--- src/rtl/lcd_char_writer.sv ---
// Paced HD44780 write engine (8-bit, write-only): runs the power-up init
// sequence, then writes one host command/data byte per Valid/Ready handshake.
module lcd_char_writer #(
  parameter int unsigned POWERUP_TICKS = 375,
  parameter int unsigned LONG_TICKS    = 103,
  parameter int unsigned SHORT_TICKS   = 3,
  parameter int unsigned CLEAR_TICKS   = 41
) (
  input  logic       Clk,
  input  logic       Reset,
  input  logic       Tick,
  input  logic       Valid,
  input  logic       RS_In,
  input  logic [7:0] Data_In,
  output logic       Ready,
  output logic       Init_Done,
  output logic       LCD_RS,
  output logic       LCD_RW,
  output logic       LCD_E,
  output logic [7:0] LCD_DB,
  output logic [2:0] Dbg_State
);

  localparam logic [9:0] PWR_W   = 10'(POWERUP_TICKS);
  localparam logic [9:0] LONG_W  = 10'(LONG_TICKS);
  localparam logic [9:0] SHORT_W = 10'(SHORT_TICKS);
  localparam logic [9:0] CLEAR_W = 10'(CLEAR_TICKS);

  typedef enum logic [2:0] {
    S_PWR_WAIT = 3'd0,
    S_SETUP    = 3'd1,
    S_E_HIGH   = 3'd2,
    S_HOLD     = 3'd3,
    S_WAIT     = 3'd4,
    S_IDLE     = 3'd5
  } state_t;

  state_t     state, state_n;
  logic [9:0] cnt, cnt_n;
  logic [2:0] step, step_n;
  logic       clr_cmd, clr_n;
  logic       ready_n, done_n, rs_n, e_n;
  logic [7:0] db_n;
  logic       accept, adv;
  logic [9:0] wait_d;

  function automatic logic [7:0] init_byte(input logic [2:0] s);
    case (s)
      3'd4:    init_byte = 8'h08;
      3'd5:    init_byte = 8'h01;
      3'd6:    init_byte = 8'h06;
      3'd7:    init_byte = 8'h0C;
      default: init_byte = 8'h38;
    endcase
  endfunction

  function automatic logic [9:0] init_wait(input logic [2:0] s);
    case (s)
      3'd0:    init_wait = LONG_W;
      3'd1:    init_wait = SHORT_W;
      3'd5:    init_wait = CLEAR_W;
      default: init_wait = 10'd0;
    endcase
  endfunction

  // Handshake: a byte is taken on any clock where Valid & Ready are both 1,
  // regardless of Tick; Ready stays low until that write fully completes,
  // and Valid while Ready=0 is simply ignored.
  assign accept = (state == S_IDLE) && Valid && Ready;
  assign wait_d = Init_Done ? (clr_cmd ? CLEAR_W : 10'd0) : init_wait(step);

  always_ff @(posedge Clk or negedge Reset) begin
    if (!Reset) begin
      state     <= S_PWR_WAIT;
      cnt       <= PWR_W;
      step      <= 3'd0;
      clr_cmd   <= 1'b0;
      Ready     <= 1'b0;
      Init_Done <= 1'b0;
      LCD_RS    <= 1'b0;
      LCD_E     <= 1'b0;
      LCD_DB    <= 8'h00;
    end else begin
      state     <= state_n;
      cnt       <= cnt_n;
      step      <= step_n;
      clr_cmd   <= clr_n;
      Ready     <= ready_n;
      Init_Done <= done_n;
      LCD_RS    <= rs_n;
      LCD_E     <= e_n;
      LCD_DB    <= db_n;
    end
  end

  always_comb begin
    state_n = state;
    cnt_n   = cnt;
    step_n  = step;
    adv     = 1'b0;
    case (state)
      S_PWR_WAIT: if (Tick) begin
        if (cnt == 10'd1) begin
          state_n = S_SETUP;
          step_n  = 3'd0;
        end else begin
          cnt_n = cnt - 10'd1;
        end
      end
      S_SETUP:  if (Tick) state_n = S_E_HIGH;
      S_E_HIGH: if (Tick) state_n = S_HOLD;
      S_HOLD: if (Tick) begin
        if (wait_d != 10'd0) begin
          state_n = S_WAIT;
          cnt_n   = wait_d;
        end else begin
          adv = 1'b1;
        end
      end
      S_WAIT: if (Tick) begin
        if (cnt == 10'd1) adv = 1'b1;
        else cnt_n = cnt - 10'd1;
      end
      S_IDLE: if (accept) state_n = S_SETUP;
      default: state_n = S_PWR_WAIT;
    endcase
    // End of a write cycle: next init step, or back to idle.
    if (adv) begin
      if (!Init_Done && step != 3'd7) begin
        state_n = S_SETUP;
        step_n  = step + 3'd1;
      end else begin
        state_n = S_IDLE;
      end
    end
  end

  always_comb begin
    ready_n = (state_n == S_IDLE);
    done_n  = Init_Done | (state_n == S_IDLE);
    e_n     = (state_n == S_E_HIGH);
    rs_n    = LCD_RS;
    db_n    = LCD_DB;
    clr_n   = clr_cmd;
    if (accept) begin
      rs_n  = RS_In;
      db_n  = Data_In;
      clr_n = !RS_In && (Data_In[7:2] == 6'd0) && (Data_In[1:0] != 2'd0);
    end else if (!Init_Done && state_n == S_SETUP && state != S_SETUP) begin
      rs_n = 1'b0;
      db_n = init_byte(step_n);
    end
  end

  assign LCD_RW    = 1'b0;
  assign Dbg_State = state;

endmodule
--- config.mk ---
export PLATFORM = sky130hd
export DESIGN_NAME = lcd_char_writer
export DESIGN_NICKNAME = d
export VERILOG_FILES = /design/src/rtl/lcd_char_writer.sv
export SDC_FILE = /design/constraint.sdc
export NUM_CORES = 1
export LEC_CHECK = 0
export CAP_MARGIN = 10
export CORE_MARGIN = 5
export CORE_UTILIZATION = 60
export DETAILED_ROUTE_END_ITERATION = 7
export DONT_BUFFER_PORTS = 1
export GPL_TIMING_DRIVEN = 0
export HOLD_SLACK_MARGIN = 0.12
export PLACE_DENSITY = 0.82
export SKIP_LAST_GASP = 1
export SLEW_MARGIN = 25
export SYNTH_ARGS = -nofsm -noshare
export SYNTH_HDL_FRONTEND = slang
export SYNTH_SLANG_ARGS = --single-unit
--- constraint.sdc ---
create_clock -name Clk -period 3.4 [get_ports Clk]
set_input_delay 0.68 -clock Clk [delete_from_list [all_inputs] [get_ports Clk]]
set_output_delay 0.68 -clock Clk [all_outputs]
set_load 0.01 [all_outputs]
After elaboration in Yosys (flattened, before gate mapping) --
Cells that the tools add are included.
Word-level totals: flip-flop bits (word level) 29, bits in latches 0, memory bits (writable) 0, memory bits (read-only) 0, input bits 13, output and inout port bits 16, logic and storage cells 84, memories kept 0
Cells by class: $add $sub $neg 2, multipliers 0, divide/modulo/power cells 0, order comparisons 0, equality and inequality tests 21, shift operators 0, mux-type cells 33, bitwise logic cells 1, reductions and logical operators 18
Operators by type and width (number):
- 10-bit two-way mux | 5
- 3-bit two-way mux | 14
- 3-bit == test (second input constant) | 8
- 6-bit case mux with 4 select lines | 1
- 7-bit case mux with 3 select lines | 1
- 10-bit case mux with 2 select lines | 1
- 3-bit case mux with 6 select lines | 1
- 8-bit two-way mux | 2
- 10-bit by 1-bit == test with 1-bit output (second input constant) | 1
- 10-bit nonzero test | 1
- 10-bit by 1-bit subtractor with 10-bit output (second input constant) | 1
- 3-bit by 1-bit == test with 1-bit output (second input constant) | 3
- 3-bit by 2-bit == test with 1-bit output (second input constant) | 3
- 1-bit logical AND | 7
- 3-bit zero test | 2
- 6-bit zero test | 1
- 1-bit two-way mux | 6
- 6-bit two-way mux | 1
- 2-bit inequality test (second input constant) | 3
- 2-bit nonzero test | 3
- 5-bit AND reduction | 1
- 3-bit by 1-bit adder with 3-bit output (second input constant) | 1
- 3-bit by 1-bit inequality test with 1-bit output (second input constant) | 1
- 3-bit inequality test (second input constant) | 1
- 5 further kinds | 6

Depth between registers and ports, before layout --
Gate-level depths: netlist of the first run.
depth in word-level cells 13, depth in mapped cells 9, depth with buffers taken out 9

Worst setup path after synthesis of the first run --
OpenSTA, ideal clock, no wires.
path type reg-to-reg, from register cnt[0], to register LCD_DB[0], data arrival time 2.289 ns, required time 3.268 ns, slack 0.979 ns, stages on the path, launching flop included 9, buffers on the path 0, period minus slack after synthesis 2.421 ns, path through dfstp_2 -> ha_1 -> nor4b_1 -> a31oi_1 -> or3_4 -> or3_4 -> o31ai_4 -> mux2i_1 -> o21ai_1
Between the ends: cells in the longest elaborated chain, start to end 10
RTL lines:
- start: declaration | line 39 | logic [9:0] cnt, cnt_n;
- start signal: assignment | line 85 | cnt <= cnt_n;
- 10-bit by 1-bit == test with 1-bit output (*) | line 103, 121
- 3-bit two-way mux | line 103 | if (cnt == 10'd1) begin
- 3-bit two-way mux | line 102 | S_PWR_WAIT: if (Tick) begin
- 3-bit two-way mux | line 101 | case (state)
- 3-bit two-way mux | line 129 | if (!Init_Done && step != 3'd7) begin
- 3-bit two-way mux | line 128 | if (adv) begin
- 3-bit == test | line 48 | case (s)
- 6-bit case mux with 4 select lines | line 48
- 8-bit two-way mux | line 149 | end else if (!Init_Done && state_n == S_SETUP && state != S_SETUP) begin
- 8-bit two-way mux | line 145 | if (accept) begin
- end signal: assignment | line 92 | LCD_DB <= db_n;
- end: declaration | line 20 | output logic [7:0] LCD_DB,
Mark *: on every way between the ends. The rest lies on a longest branch, timed or not. The select of a mux whose other input is x is not followed. A chain may end at the register's enable or synchronous reset.

Final worst setup path of the first run --
from register cnt[0], to register LCD_DB[5]
Same word-level chain as after synthesis.

==> results of run 1 <==
==> critical path: cells and delay by family, from the launching register on <==
| kind | cells | cell delay [ns] |
|---|---|---|
| compound gates | 3 | 0.92 |
| simple gates | 3 | 0.73 |
| flops | 1 | 0.57 |
| mux | 1 | 0.26 |
| fa+ha+maj | 1 | 0.17 |
==> kinds of logic after synthesis <==
logic type	count (synthesis)
and+or+nand+nor	87
AOI/OAI and AO/OA	47
DFF	29
buffers and inverters	15
adders and majority gates	6
xor gates and xnor gates	5
muxes	3
other	1
==> power breakdown <==
group          internal, mW  switching, mW
combinational         0.249          0.393
sequential            0.500          0.162
clock                0.0975          0.110
total                 0.847          0.666
==> per-layer routing <==
metal / GRT usage / up-vias
met5: 0 / -
met4: 0.1039 / 0
li1: - / 698
met1: 0.2331 / 698
met2: 0.3591 / 43
met3: 0.05861 / 13
==> layout by cell type, fill, tap and decap left out, types with 3 or more instances in the layout <==
master,netlist,final
a21oi_1,6,6
o211ai_1,3,3
o21ai_0,12,12
o21ai_1,5,5
nand2_1,27,27
a31oi_1,6,6
dfrtp_1,22,22
inv_1,8,8
nand3_1,7,7
nor2_1,20,20
clkbuf_1,5,6
dfstp_2,7,7
nand2b_1,4,4
clkbuf_4,0,5
ha_1,6,6
mux2i_1,3,3
nor3_1,5,5
xnor2_1,4,4
==> state kept, by name, indices dropped and copies added, names as in the netlist <==
signal,cells
LCD_E,1
Init_Done,1
step,3
Ready,1
clr_cmd,1
Dbg_State,3
LCD_DB,8
cnt,10
LCD_RS,1
==> path summary, 6_finish.rpt <==
check                                to  slack, ns  depth (start not counted)
max                           LCD_DB[5]       0.63                          8
min                              cnt[4]       0.20                          0
max reg2reg                   LCD_DB[5]       0.63                          8
min reg2reg                      cnt[6]       0.53                          2
max in group asynchronous  Dbg_State[0]       2.73                          1
min in group Clk                clr_cmd       0.45                          1
==> stage by stage <==
stage,cells,setup slack (ns),utilization
after floorplan,193,0.9787,-
after global placement,224,0.6679,0.6388
after detailed placement,224,0.6470,0.6388
after CTS,232,0.6313,0.6624
after global routing,232,0.3268,0.6606
final,232,0.6337,0.6606
==> area by class of cell <==
type | count | area, um2
multi-input combinational | 149 | 927.1
clock buffer | 7 | 55.05
inverter | 8 | 30.03
tap | 31 | 38.79
fill | 235 | 935.9
timing repair buffer | 1 | 5.005
buffer | 7 | 31.28
sequential | 29 | 734.5
==> flow_metrics.env, run 1 <==
export IMPL_start_util=0.6248
export IMPL_dr_wl_met3_um=245
export IMPL_ant_nets=0
export IMPL_portBuffers=0
export IMPL_holdCritPathClass="in2async"
export IMPL_grt_pass1_wl_mm=6.872
export IMPL_p_leak_nw=0.7400
export IMPL_cp_data_arrival_time_ns=2.97
export IMPL_syn_to_final_growth_pct=5.737
export IMPL_cts_buffer_depth=2
export IMPL_fmax_ghz=0.3615
export IMPL_cts_inserted_buffers=5
export IMPL_clk_pin_slew_ns=0.09
export IMPL_dpl_cell_area_um2=1762
export IMPL_synth_top_family_by_area="simple AND/OR/NAND/NOR gates"
export IMPL_via_per_inst=6.259
export IMPL_synth_cells=193
export IMPL_vias=1452
export IMPL_drt_iter0_markers=112
export IMPL_worstPathMaxFanout=10
export IMPL_cts_tree="done"
export IMPL_maxSlewViolCount=0
export IMPL_top_layer="met4"
export IMPL_yosysTopAreaCell="dfrtp_1"
export IMPL_max_stage_delay_ns=0.57
export IMPL_fin_hold_ws_ns=0.1956
export IMPL_drive_above_1_share=0.1144
export IMPL_ir_worst_vdd_mv=0.5600
export IMPL_worst_slew_pin_slew_ns=0.7601
export IMPL_grt_max_degree=23
export IMPL_worstSetupStartpoint="cnt[0]"
export IMPL_drt_met1_wl_mm=1.587
export IMPL_crit_path_end_kind="flip-flop"
export IMPL_synth_nets=212
export IMPL_die_w_um=63.59
export IMPL_async_flop_share=1.000
export IMPL_gp_congestion=0.8520
export IMPL_slew_headroom=0.4920
export IMPL_cts_resized=0
export IMPL_grtUsageTotal=0.2088
export IMPL_wl_per_cell_um=16.95
export IMPL_clock_root_buffer="clkbuf_4"
export IMPL_htreeDepth=2
export IMPL_synth_area_um2=1723
export IMPL_startpoint_type="flip-flop"
export IMPL_final_period_utilization=0.8136
export IMPL_status="complete, no violations"
export IMPL_tns_ns=0
export IMPL_cts_sinks=29
export IMPL_final_area_um2=1822
export IMPL_fin_crit_ns=2.766
export IMPL_final_hold_violation_count=0
export IMPL_postCtsHoldBufs=1
export IMPL_fp_dieArea_um2=4043
export IMPL_ys_top_cells_by_area="dfrtp_1, dfstp_2, nand2_1"
export IMPL_die_h_um=63.59
export IMPL_synth_distinct_cells=48
export IMPL_synth_common_cells="nand2_1, dfrtp_1, nor2_1"
export IMPL_dr_wl_met2_mm=1.990
export IMPL_synth_simple_gate_area_frac=0.2578
export IMPL_crit_required_ns=3.60
export IMPL_grt_pass1_vias=1563
export IMPL_synthMuxAreaShare=0.01743
export IMPL_finalClockSkew_ns=0.008373
export IMPL_rsz0062_at_grt="false"
export IMPL_synth_top_cell_area_share=0.3195
export IMPL_synth_edff_count=0
export IMPL_synth_seq_cells=29
export IMPL_synthXorXnorAreaFrac=0.02542
export IMPL_p_per_area_nw_per_um2=830.2
export IMPL_cts_setup_buffers=0
export IMPL_drv_cap=0
export IMPL_dr_pass1_iters=4
export IMPL_yosys_warnings=0
export IMPL_antenna_found_initial=0
export IMPL_placementRows=19
export IMPL_synthAdderAreaFrac=0.04357
export IMPL_overflow=0
export IMPL_worst_path_max_delay_cell="dfstp_2"
export IMPL_worstSetupPathType="reg2reg"
export IMPL_insertedDiodeCount=0
export IMPL_yosys_most_used_dff="dfrtp_1"
export IMPL_synth_compound_gate_area_share=0.1917
export IMPL_r2r_start="cnt[0]"
export IMPL_pin_count=29
export IMPL_power_mw=1.512
export IMPL_yosysSeqAreaShare=0.4263
export IMPL_synth_most_common_cell="nand2_1"
export IMPL_path_cells="ha_1 > nor4b_1 > nand3_1 > o31a_1 > and2_1 > o31ai_4 > mux2i_1 > o21ai_1"
export IMPL_syn_avg_cell_area_um2=8.927
export IMPL_core_region_area_um2=2758
export IMPL_route_detailed_drc=0
export IMPL_layout_nets=220
export IMPL_clock_latency_ns=0.32
export IMPL_post_dp_hpwl_mm=2.931
export IMPL_routed_wl_mm=3.933
export IMPL_setup_viol=0
(Power assumes the default switching activity.)
==> inputs of run 2 (changes only) <==
--- a/config.mk
+++ b/config.mk
@@ -7,12 +7,12 @@
 export LEC_CHECK = 0
 export CAP_MARGIN = 10
 export CORE_MARGIN = 5
-export CORE_UTILIZATION = 60
+export CORE_UTILIZATION = 56
 export DETAILED_ROUTE_END_ITERATION = 7
 export DONT_BUFFER_PORTS = 1
 export GPL_TIMING_DRIVEN = 0
 export HOLD_SLACK_MARGIN = 0.12
-export PLACE_DENSITY = 0.82
+export PLACE_DENSITY = 0.8
 export SKIP_LAST_GASP = 1
 export SLEW_MARGIN = 25
 export SYNTH_ARGS = -nofsm -noshare
==> constraint.sdc (replaced) <==
create_clock -name Clk -period 2.3 [get_ports Clk]
set_input_delay 0.46 -clock Clk [delete_from_list [all_inputs] [get_ports Clk]]
set_output_delay 0.46 -clock Clk [all_outputs]
set_load 0.01 [all_outputs]
==> run 2 against run 1 <==
Net effect:
- the run now ends with setup timing left
- clock power increased by 75%
- cell area up 15%
- routed wire length grew 19%
- die area rose by 6.0%
- worst setup slack lost 0.93 ns
- via count is 11% higher
- clock-buffer cell count stayed put
- clock skew is 0.0057 ns higher
- flip-flop and latch count unchanged
- highest routed layer unchanged
==> flow_metrics.env, run 2 (synthesis results as in run 1) <==
export IMPL_status="complete, but fails checks"
export IMPL_violations="setup timing"
export IMPL_grt_pass1_wl_mm=7.120
export IMPL_worstSetupPathType="reg2reg"
export IMPL_grtUsageTotal=0.2164
export IMPL_final_period_utilization=1.129
export IMPL_ant_nets=0
export IMPL_start_util=0.5737
export IMPL_worstPathMaxFanout=8
export IMPL_dpl_cell_area_um2=1785
export IMPL_antenna_found_initial=0
export IMPL_drv_cap=0
export IMPL_fp_dieArea_um2=4286
export IMPL_setup_ws_ns=-0.2971
export IMPL_fmax_ghz=0.3850
export IMPL_grt_max_degree=30
export IMPL_pin_count=29
export IMPL_final_common_cell="nand2_1"
export IMPL_wl_per_cell_um=18.66
export IMPL_p_leak_nw=0.8559
export IMPL_via_per_inst=6.428
export IMPL_fin_hold_ws_ns=0.2151
export IMPL_largestRegisters="cnt (10), LCD_DB (8)"
export IMPL_p_per_area_nw_per_um2=1240
export IMPL_routed_wl_mm=4.665
export IMPL_final_hold_violation_count=0
export IMPL_grt_pass1_vias=1580
export IMPL_startpoint_type="flip-flop"
export IMPL_cts_inserted_buffers=5
export IMPL_drive_above_1_share=0.2627
export IMPL_cts_sinks=29
export IMPL_htreeDepth=2
export IMPL_rsz0062_at_grt="true"
export IMPL_power_mw=2.598
export IMPL_holdCritPathClass="in2reg"
export IMPL_gp_congestion=0.8455
export IMPL_crit_path_end_kind="flip-flop"
export IMPL_crit_required_ns=2.51
export IMPL_route_detailed_drc=0
export IMPL_die_h_um=65.47
export IMPL_final_area_um2=2096
export IMPL_syn_to_final_growth_pct=21.64
export IMPL_portBuffers=0
export IMPL_post_dp_hpwl_mm=2.959
export IMPL_maxSlewViolCount=0
export IMPL_layout_nets=235
export IMPL_core_region_area_um2=3003
export IMPL_insertedDiodeCount=0
export IMPL_die_w_um=65.47
export IMPL_clock_root_buffer="clkbuf_4"
export IMPL_utilization=0.6979
export IMPL_cts_tree="done"
export IMPL_cp_data_arrival_time_ns=2.81
export IMPL_clk_pin_slew_ns=0.10
export IMPL_dr_pass1_iters=5
export IMPL_fin_crit_ns=2.597
export IMPL_final_cell_mix="nand2_1, dfrtp_1, nor2_1, buf_4, o21ai_0"
export IMPL_overflow=0
export IMPL_largest_reg_flops=10
export IMPL_vias=1607
export IMPL_clock_latency_ns=0.34
export IMPL_ir_worst_vdd_mv=0.7428
export IMPL_placementRows=20
export IMPL_setup_viol=10
export IMPL_place_ws_ns=-0.3779
export IMPL_cts_buffer_depth=2
export IMPL_top_register="cnt"
export IMPL_finalClockSkew_ns=0.01404
export IMPL_drt_iter0_markers=112
run 2: final timing paths:
| path | to | start | slack, ns | cells past startpoint |
|---|---|---|---|---|
| max | LCD_DB[5] | step[0] | -0.30 | 11 |
| min in group asynchronous | step[1] | Reset | 0.55 | 2 |
| max in group asynchronous | cnt[2] | Reset | 1.52 | 2 |
| min | clr_cmd | Data_In[2] | 0.22 | 1 |
| min reg2reg | cnt[6] | cnt[6] | 0.53 | 2 |
| max reg2reg | LCD_DB[5] | step[0] | -0.30 | 11 |
run 2: stage by stage:
| stage | TNS [ns] | cells |
|---|---|---|
| floorplan | -0.07088 | 193 |
| global placement | -2.000 | 226 |
| detailed placement | -3.615 | 226 |
| CTS | -1.568 | 247 |
| global route | -2.431 | 250 |
| finish | -1.643 | 250 |
run 2: worst max-delay path, stage by stage, from the launching register on:
cell and delay [ns]:
dfrtp_2 0.48, inv_1 0.11, ha_1 0.22, nand2b_2 0.15, a221oi_4 0.38, or3_4 0.21, buf_4 0.11, nand2_1 0.07
o31ai_4 0.28, buf_6 0.16, mux2i_1 0.22, o21ai_1 0.08
run 2: final cells by class:
class	count	area, um2
Sequential cell	29	737.0
Timing Repair Buffer	17	150.1
Clock inverter	1	5.005
Inverter	8	30.03
Fill cell	227	907.1
Clock buffer	7	65.06
Buffer	6	37.54
Tap cell	33	41.29
Multi-Input combinational cell	149	1030
run 2: layer usage:
layer | global-route usage | up-vias | wire length, um
li1 | - | 728 | -
met2 | 0.3692 | 80 | 2303
met5 | 0 | - | 0
met4 | 0.1010 | 0 | 181
met3 | 0.08034 | 23 | 412
met1 | 0.2372 | 776 | 1768
run 2: what timing repair did:
item,CTS,global route
hold buffers,2,0
hold endpoints to repair,29,0
resized for setup,8,19
setup buffers,11,4
endpoints found under the setup margin,19,20
pin swaps,7,5
run 2: power breakdown:
part	internal, mW	switching [mW]
Combinational	0.504	0.730
Sequential	0.742	0.257
Clock	0.177	0.188
Total	1.42	1.17
==> inputs of run 3 (changes only) <==
--- a/config.mk
+++ b/config.mk
@@ -7,12 +7,12 @@
 export LEC_CHECK = 0
 export CAP_MARGIN = 10
 export CORE_MARGIN = 5
-export CORE_UTILIZATION = 56
+export CORE_UTILIZATION = 60
 export DETAILED_ROUTE_END_ITERATION = 7
 export DONT_BUFFER_PORTS = 1
 export GPL_TIMING_DRIVEN = 0
 export HOLD_SLACK_MARGIN = 0.12
-export PLACE_DENSITY = 0.8
+export PLACE_DENSITY = 0.82
 export SKIP_LAST_GASP = 1
 export SLEW_MARGIN = 25
 export SYNTH_ARGS = -nofsm -noshare
==> constraint.sdc (replaced) <==
create_clock -name Clk -period 3.3 [get_ports Clk]
set_input_delay 0.66 -clock Clk [delete_from_list [all_inputs] [get_ports Clk]]
set_output_delay 0.66 -clock Clk [all_outputs]
set_load 0.01 [all_outputs]
==> results of run 3 <==
The final DEF is identical to that of run 1. Status: complete, no violations.
Among the figures that moved: setup slack after placement 0.6470 ns -> 0.5470 ns; setup slack after layout 0.6337 ns -> 0.5337 ns; hold slack 0.1956 ns -> 0.1756 ns; register-to-register setup slack 0.63 ns -> 0.53 ns; total power 1.512 mW -> 1.558 mW; worst IR drop on VDD 0.5600 mV -> 0.5769 mV
